**config.mk**
```make
export PLATFORM = sky130hd
export DESIGN_NAME = mem_wb_stage
export DESIGN_NICKNAME = d
export VERILOG_FILES = /design/src/rtl/mem_wb_stage_pkg.sv /design/src/rtl/mem_wb_stage_load_extract.sv /design/src/rtl/mem_wb_stage.sv
export SDC_FILE = /design/constraint.sdc
export NUM_CORES = 1
export LEC_CHECK = 0
export CAP_MARGIN = 10
export CORE_MARGIN = 2
export CORE_UTILIZATION = 40
export CTS_BUF_LIST = sky130_fd_sc_hd__clkbuf_16
export DETAILED_ROUTE_END_ITERATION = 8
export GPL_ROUTABILITY_DRIVEN = 1
export HOLD_SLACK_MARGIN = 0.12
export PLACE_DENSITY = 0.75
export SLEW_MARGIN = 20
export SYNTH_ARGS = -nofsm -noshare
export SYNTH_HDL_FRONTEND = slang
export SYNTH_SLANG_ARGS = --single-unit
```
**constraint.sdc**
```tcl
create_clock -name clk -period 2.6 [get_ports clk]
set_clock_uncertainty 0.2 [all_clocks]
set_input_delay 0.78 -clock clk [delete_from_list [all_inputs] [get_ports clk]]
set_output_delay 0.78 -clock clk [all_outputs]
set_load 0.01 [all_outputs]
```
**src/rtl/mem_wb_stage_pkg.sv**
```systemverilog
// Shared definitions for the MEM/WB stage: load-size encodings, hold-FSM states
// and the default datapath width.
package mem_wb_stage_pkg;

    localparam int XLEN_DEFAULT = 32;

    localparam logic [1:0] LS_BYTE = 2'b00;
    localparam logic [1:0] LS_HALF = 2'b01;
    localparam logic [1:0] LS_WORD = 2'b10;

    typedef enum logic {
        LIVE = 1'b0,
        HELD = 1'b1
    } wb_state_e;

endpackage

```
**src/rtl/mem_wb_stage_load_extract.sv**
```systemverilog
// Little-endian byte/half/word extraction with sign or zero extension.
module load_extract
    import mem_wb_stage_pkg::*;
#(
    parameter int XLEN = XLEN_DEFAULT
) (
    input  logic [XLEN-1:0] word_i,
    input  logic [1:0]      addr_lo_i,
    input  logic [1:0]      size_i,
    input  logic            is_unsigned_i,
    output logic [XLEN-1:0] result_o
);

    logic [7:0]  lane [4];
    logic [7:0]  byte_sel;
    logic [15:0] half_sel;

    for (genvar gi = 0; gi < 4; gi++) begin : g_lane
        assign lane[gi] = word_i[8*gi +: 8];
    end

    assign byte_sel = lane[addr_lo_i];
    assign half_sel = addr_lo_i[1] ? {lane[3], lane[2]} : {lane[1], lane[0]};

    always_comb begin
        result_o = word_i;
        case (size_i)
            LS_BYTE: result_o = {{(XLEN-8){byte_sel[7] & ~is_unsigned_i}}, byte_sel};
            LS_HALF: result_o = {{(XLEN-16){half_sel[15] & ~is_unsigned_i}}, half_sel};
            default: result_o = word_i;
        endcase
    end

endmodule

```
**src/rtl/mem_wb_stage.sv**
```systemverilog
// MEM/WB pipeline register with load extraction; a hold register keeps the
// load word alive while the stage stalls, since mem_data is only valid one cycle.
module mem_wb_stage
    import mem_wb_stage_pkg::*;
#(
    parameter int XLEN = XLEN_DEFAULT,
    parameter int RAW  = 5
) (
    input  logic            clk,
    input  logic            reset,
    input  logic            in_valid,
    input  logic            in_reg_write,
    input  logic            in_mem_to_reg,
    input  logic [1:0]      in_load_size,
    input  logic            in_load_unsigned,
    input  logic [1:0]      in_addr_lo,
    input  logic [RAW-1:0]  in_rd,
    input  logic [XLEN-1:0] in_alu_result,
    input  logic [XLEN-1:0] mem_data,
    input  logic            stall,
    input  logic            flush,
    output logic            wb_valid,
    output logic            wb_reg_write,
    output logic [RAW-1:0]  wb_rd,
    output logic [XLEN-1:0] wb_data,
    output logic            misaligned
);

    logic            valid_q, valid_d;
    logic            reg_write_q, reg_write_d;
    logic            mem_to_reg_q, mem_to_reg_d;
    logic [1:0]      load_size_q, load_size_d;
    logic            load_unsigned_q, load_unsigned_d;
    logic [1:0]      addr_lo_q, addr_lo_d;
    logic [RAW-1:0]  rd_q, rd_d;
    logic [XLEN-1:0] alu_result_q, alu_result_d;
    logic [XLEN-1:0] hold_q, hold_d;
    wb_state_e       state_q, state_d;

    logic [XLEN-1:0] load_word;
    logic [XLEN-1:0] load_value;

    always_comb begin
        valid_d         = valid_q;
        reg_write_d     = reg_write_q;
        mem_to_reg_d    = mem_to_reg_q;
        load_size_d     = load_size_q;
        load_unsigned_d = load_unsigned_q;
        addr_lo_d       = addr_lo_q;
        rd_d            = rd_q;
        alu_result_d    = alu_result_q;
        hold_d          = hold_q;
        state_d         = state_q;

        if (flush) begin
            valid_d = 1'b0;
        end else if (!stall) begin
            valid_d         = in_valid;
            reg_write_d     = in_reg_write;
            mem_to_reg_d    = in_mem_to_reg;
            load_size_d     = in_load_size;
            load_unsigned_d = in_load_unsigned;
            addr_lo_d       = in_addr_lo;
            rd_d            = in_rd;
            alu_result_d    = in_alu_result;
        end

        case (state_q)
            LIVE: begin
                // Capture the load word now; it disappears from mem_data next cycle.
                if (stall && !flush && valid_q && mem_to_reg_q) begin
                    state_d = HELD;
                    hold_d  = mem_data;
                end
            end
            HELD: begin
                if (!stall || flush) state_d = LIVE;
            end
            default: state_d = LIVE;
        endcase
    end

    always_ff @(posedge clk) begin
        if (!reset) begin
            valid_q         <= 1'b0;
            reg_write_q     <= 1'b0;
            mem_to_reg_q    <= 1'b0;
            load_size_q     <= 2'b00;
            load_unsigned_q <= 1'b0;
            addr_lo_q       <= 2'b00;
            rd_q            <= '0;
            alu_result_q    <= '0;
            hold_q          <= '0;
            state_q         <= LIVE;
        end else begin
            valid_q         <= valid_d;
            reg_write_q     <= reg_write_d;
            mem_to_reg_q    <= mem_to_reg_d;
            load_size_q     <= load_size_d;
            load_unsigned_q <= load_unsigned_d;
            addr_lo_q       <= addr_lo_d;
            rd_q            <= rd_d;
            alu_result_q    <= alu_result_d;
            hold_q          <= hold_d;
            state_q         <= state_d;
        end
    end

    assign load_word = (state_q == HELD) ? hold_q : mem_data;

    load_extract #(
        .XLEN(XLEN)
    ) u_load_extract (
        .word_i        (load_word),
        .addr_lo_i     (addr_lo_q),
        .size_i        (load_size_q),
        .is_unsigned_i (load_unsigned_q),
        .result_o      (load_value)
    );

    // Size codes 10 and 11 are both word accesses, so size[1] alone means word.
    assign misaligned   = valid_q & mem_to_reg_q &
                          (((load_size_q == LS_HALF) & addr_lo_q[0]) |
                           (load_size_q[1] & (addr_lo_q != 2'b00)));
    assign wb_data      = mem_to_reg_q ? load_value : alu_result_q;
    assign wb_reg_write = valid_q & reg_write_q & (rd_q != '0) & ~misaligned;
    assign wb_valid     = valid_q;
    assign wb_rd        = rd_q;

endmodule

```
==> results of run 1 <==
## per-stage QoR
step | hold WS (ps) | utilization | instances | setup TNS, ps
2_1_floorplan | 232 | - | 540 | -4300
3_3_place_gp | 237 | 0.590 | 827 | -37620
3_5_place_dp | 245 | 0.590 | 827 | -38480
4_1_cts | 258 | 0.630 | 857 | -15830
5_1_grt | 280 | 0.651 | 867 | -17970
6_report | 255 | 0.651 | 869 | -16500
## power by group through the flow
| stage | logic [mW] | clock network [mW] | registers, mW |
|---|---|---|---|
| floorplan | 0.224 | 0 | 1.27 |
| global placement | 0.551 | 0 | 1.28 |
| detailed placement | 0.560 | 0 | 1.28 |
| CTS | 0.557 | 1.34 | 1.25 |
| global route | 0.626 | 1.40 | 1.26 |
| finish | 0.590 | 1.33 | 1.25 |
## cell families (layout without fill, tap and decap cells)
group	count (synthesis)	after routing	synth area share
compound gates	144	144	0.240
buf+inv	47	238	0.0508
flops	78	78	0.369
mux	41	41	0.112
other cells	0	2	0
simple gates	230	230	0.228
## how the worst max path moves through the flow
stage                     cells past startpoint  slack, ps          from          end
after global routing                          7       -630       state_q  wb_data[11]
after floorplan                               6       -180  mem_data[31]  wb_data[22]
after detailed placement                      6      -1240  mem_data[31]  wb_data[10]
after global placement                        6      -1200  mem_data[31]  wb_data[15]
final                                         7       -590       state_q   wb_data[3]
after CTS                                     6       -550       state_q   wb_data[3]
## repair_timing
item                                    in CTS  in global routing
gates cloned                                 1                  1
setup buffers                               13                  9
endpoints found under the setup margin      34                 33
pin swaps                                   23                 23
gates resized for setup                    234                 28
## cells in the final DEF, fill, tap and decap left out, types with 4 or more instances in the layout
| master | instances |
|---|---|
| a21oi_1 | 22 |
| o22ai_1 | 8 |
| dfxtp_1 | 75 |
| nand3b_1 | 6 |
| a31o_2 | 5 |
| buf_2 | 32 |
| a21oi_2 | 8 |
| a22o_1 | 5 |
| mux4_2 | 4 |
| mux2i_2 | 9 |
| a21boi_0 | 68 |
| nand2_2 | 4 |
| o211ai_1 | 8 |
| mux2i_1 | 17 |
| nor2_1 | 19 |
| buf_6 | 19 |
| buf_12 | 6 |
| or3b_1 | 5 |
| nand3_1 | 5 |
| clkdlybuf4s50_1 | 58 |
| buf_4 | 83 |
| dlygate4sd2_1 | 15 |
| clkbuf_16 | 10 |
| mux2_4 | 5 |
| a21boi_1 | 8 |
| nand2_1 | 177 |
## flip-flops by register name, indices dropped and copies added (netlist names)
name / count
alu_result_q: 32
hold_q: 32
wb_rd: 5
addr_lo_q: 2
load_size_q: 2
load_unsigned_q: 1
mem_to_reg_q: 1
reg_write_q: 1
state_q: 1
wb_valid: 1
## metal layers
layer	vias up	global-route usage	share of wire
li1	2236	-	-
met1	2246	0.330	0.40
met2	189	0.473	0.50
met3	47	0.0450	0.065
met4	0	0.113	0.033
met5	-	0	0
## cell type report
cell class,count,share of cell area
antenna,2,0.000748
clock buffer,9,0.0337
clock inverter,7,0.0133
inverter,1,0.000561
multi-input combinational,415,0.399
sequential,78,0.235
tap,136,0.0254
timing repair buffer,221,0.292
## worst max-delay path: stages (launching register included)
cell and delay (ps):
dfxtp_4 360, buf_12 130, buf_4 130, mux2_4 310, or3b_1 380, a31o_2 220, a22o_1 190, buf_2 140
==> results.md, run 1 <==
- The signed area change from the synthesized netlist to the final layout is 58.1%.
- The final reports fail on setup timing.
- The total number of nets in the final design is 807.
- The end point of the worst hold path is hold_q[9].
- The first global-routing pass estimated 23900 µm of wire.
- For this configuration, the core starts out at a cell density of 0.412.
- The layout cell share with drive strength beyond 1 is 0.295.
- The most numerous cell in the Yosys netlist is nand2_1.
- Of the total power, combinational logic draws 0.186.
- The Yosys step of the flow raised 0 warnings.
- Dividing the synthesized area by the synthesized cell count gives 7.84 µm².
- The number of hold-repair buffers added at the cts stage is 0.
- Measured against its own limit, the worst slew margin works out to 0.767.
- The minimum clock period after layout is 3190 ps.
- The slew at the pin closest to its max-slew limit is 349 ps.
- The flow ran to the end, but the final reports show violations.
- The number of buffers created by CTS is 9.
- In this run, synthesis inferred 0 flip-flops with an integrated enable.
- The origin of the worst min-delay path is hold_q[9].
- The maximum vdd drop is 0.275 mV.
- In the synthesized netlist the async set-or-reset flop fraction comes to 0.
- The clock net in this run drives a total of 78 sinks.
- The wire length per cell is 18.0 µm.
- Of the total power, registers draw 0.394.
- The category of the worst setup path capture point is an output port.
- After detailed routing, the number of vias per cell comes to 5.43.
- Summing all multi-input logic gate instances after layout gives 2670 µm².
- Entering global routing, the biggest net connects 45 pins.
- The post-detailed-routing wire length is 15700 µm.
- For this run, the register share of the synthesized area comes to 0.369.
- Setup violations remaining at the end of the flow were counted as 32.
- After synthesis the netlist holds a flip-flop and latch count of 78.
- The count of input and output buffers is 120.
- The destination of the worst register-to-register timing path is hold_q[18].
- Sorting the synthesized cells by how often they occur yields nand2_1, dfxtp_1, a21boi_0.
- TritonCTS built the clock tree.
- For the worst setup path, the data arrival time is 2210 ps.
- Derived from the worst setup path, the maximum achievable clock frequency is 314 MHz.
- The post-route clock period utilization is 1.23.
- The post-route total power is 3.18 mW.
- The tree is rooted in a clkbuf_16.
- STA puts the critical path data required time at 1620 ps.
- Summed over all nets, the switching power comes to 0.791 mW.
- The share of Yosys cell area claimed by the top area cell type is 0.369.
- CTS built an H-tree with a depth of 3.
- The hold path depth is 2.
- The category of the most critical setup path is reg -> out.
- Along the worst path, the maximum fanout reaches 6.
- The number of library cell types mapped by synthesis is 40.
- For this design the top-level I/O count stands at 121.
- The die covers 11400 µm².
- The least setup slack across all paths after layout is -589 ps.
- After filler insertion, the fill cell instance count of the layout stands at 833.
- Measured along the x axis, the die boundary spans 107 µm.
- In this run the static leakage power is 2.67 nW.
- The number of instances in the synthesized netlist is 540.
- Summing over every cut layer, the via total after detailed routing is 4718.
- Once detail routing completed, the nets flagged for antenna violations numbered 0.
- The path category of the worst min-delay check is reg -> reg.
- The area used by sequential logic in the layout is 1570 µm².
- After global routing the overflow that remains totals 0.
- The final design instance area without fill is 6690 µm².
- From bottom edge to top edge, the die measures 107 µm.
- Of the total power, the share spent switching nets is 0.249.
- For this run, the leading register cell type out of synthesis is dfxtp_1.
- The cell area that synthesis handed to floorplanning was 4230 µm².
- The first detailed-routing pass ran for 5 iterations.
- In this run, the number of DRC markers left after iteration 0 of detailed routing was 243.
- The number of global-route vias before repair is 4665.
- The number of endpoints with negative hold slack in the final report is 0.
- The number of DRC violations after detailed routing is 0.
- The worst-case clock buffer depth is 2.
- Power spread over the standard cell area amounts to 475 nW/µm².
- Clock-pin slew was measured on the worst setup and hold paths at 60 ps.
- The internal power component is 2.38 mW.
- The library cell occupying the most area in the post-synthesis netlist is dfxtp_1.
- Yosys attributes the largest share of cell area to dfxtp_1, nand2_1, a21boi_0.
- After floorplanning, the core was divided into 37 placement rows.
- Of the total power, the clock network draws 0.420.
- Across the run, the number of max-cap violations was 0.
- Setup repair after global routing could not meet its margin everywhere.
- The core footprint is 10300 µm².
- The number of antenna violations at the first check in global routing came to 1.
- The placed cell area is 6060 µm².
- OpenSTA, run right after detailed placement, puts the worst setup slack at -1240 ps.
- For this run, the total global-route usage over all layers was measured as 0.271.
- The worst register-to-register path begins at mem_to_reg_q.
- The number of cell instances on the worst register-to-register path is 7.
- At the end of routability-driven placement, the weighted congestion stood at 0.895.
- The worst setup path is launched from a register.
- The clock latency at the later pin of the worst-skew pair is 340 ps.
- The count of final max-slew check failures is 0.
- The synthesized netlist net count is 621.
- For flop-to-flop paths, the worst setup slack is 470 ps.
- The final HPWL from detailed placement is 10800 µm.
Power figures use the tool's default switching activity.
==> run 2, diff against run 1 <==
CTS_CLUSTER_SIZE = 20   (was unset)
==> results of run 2 <==
No change in the layout: final DEF, timing and power equal those of run 1.
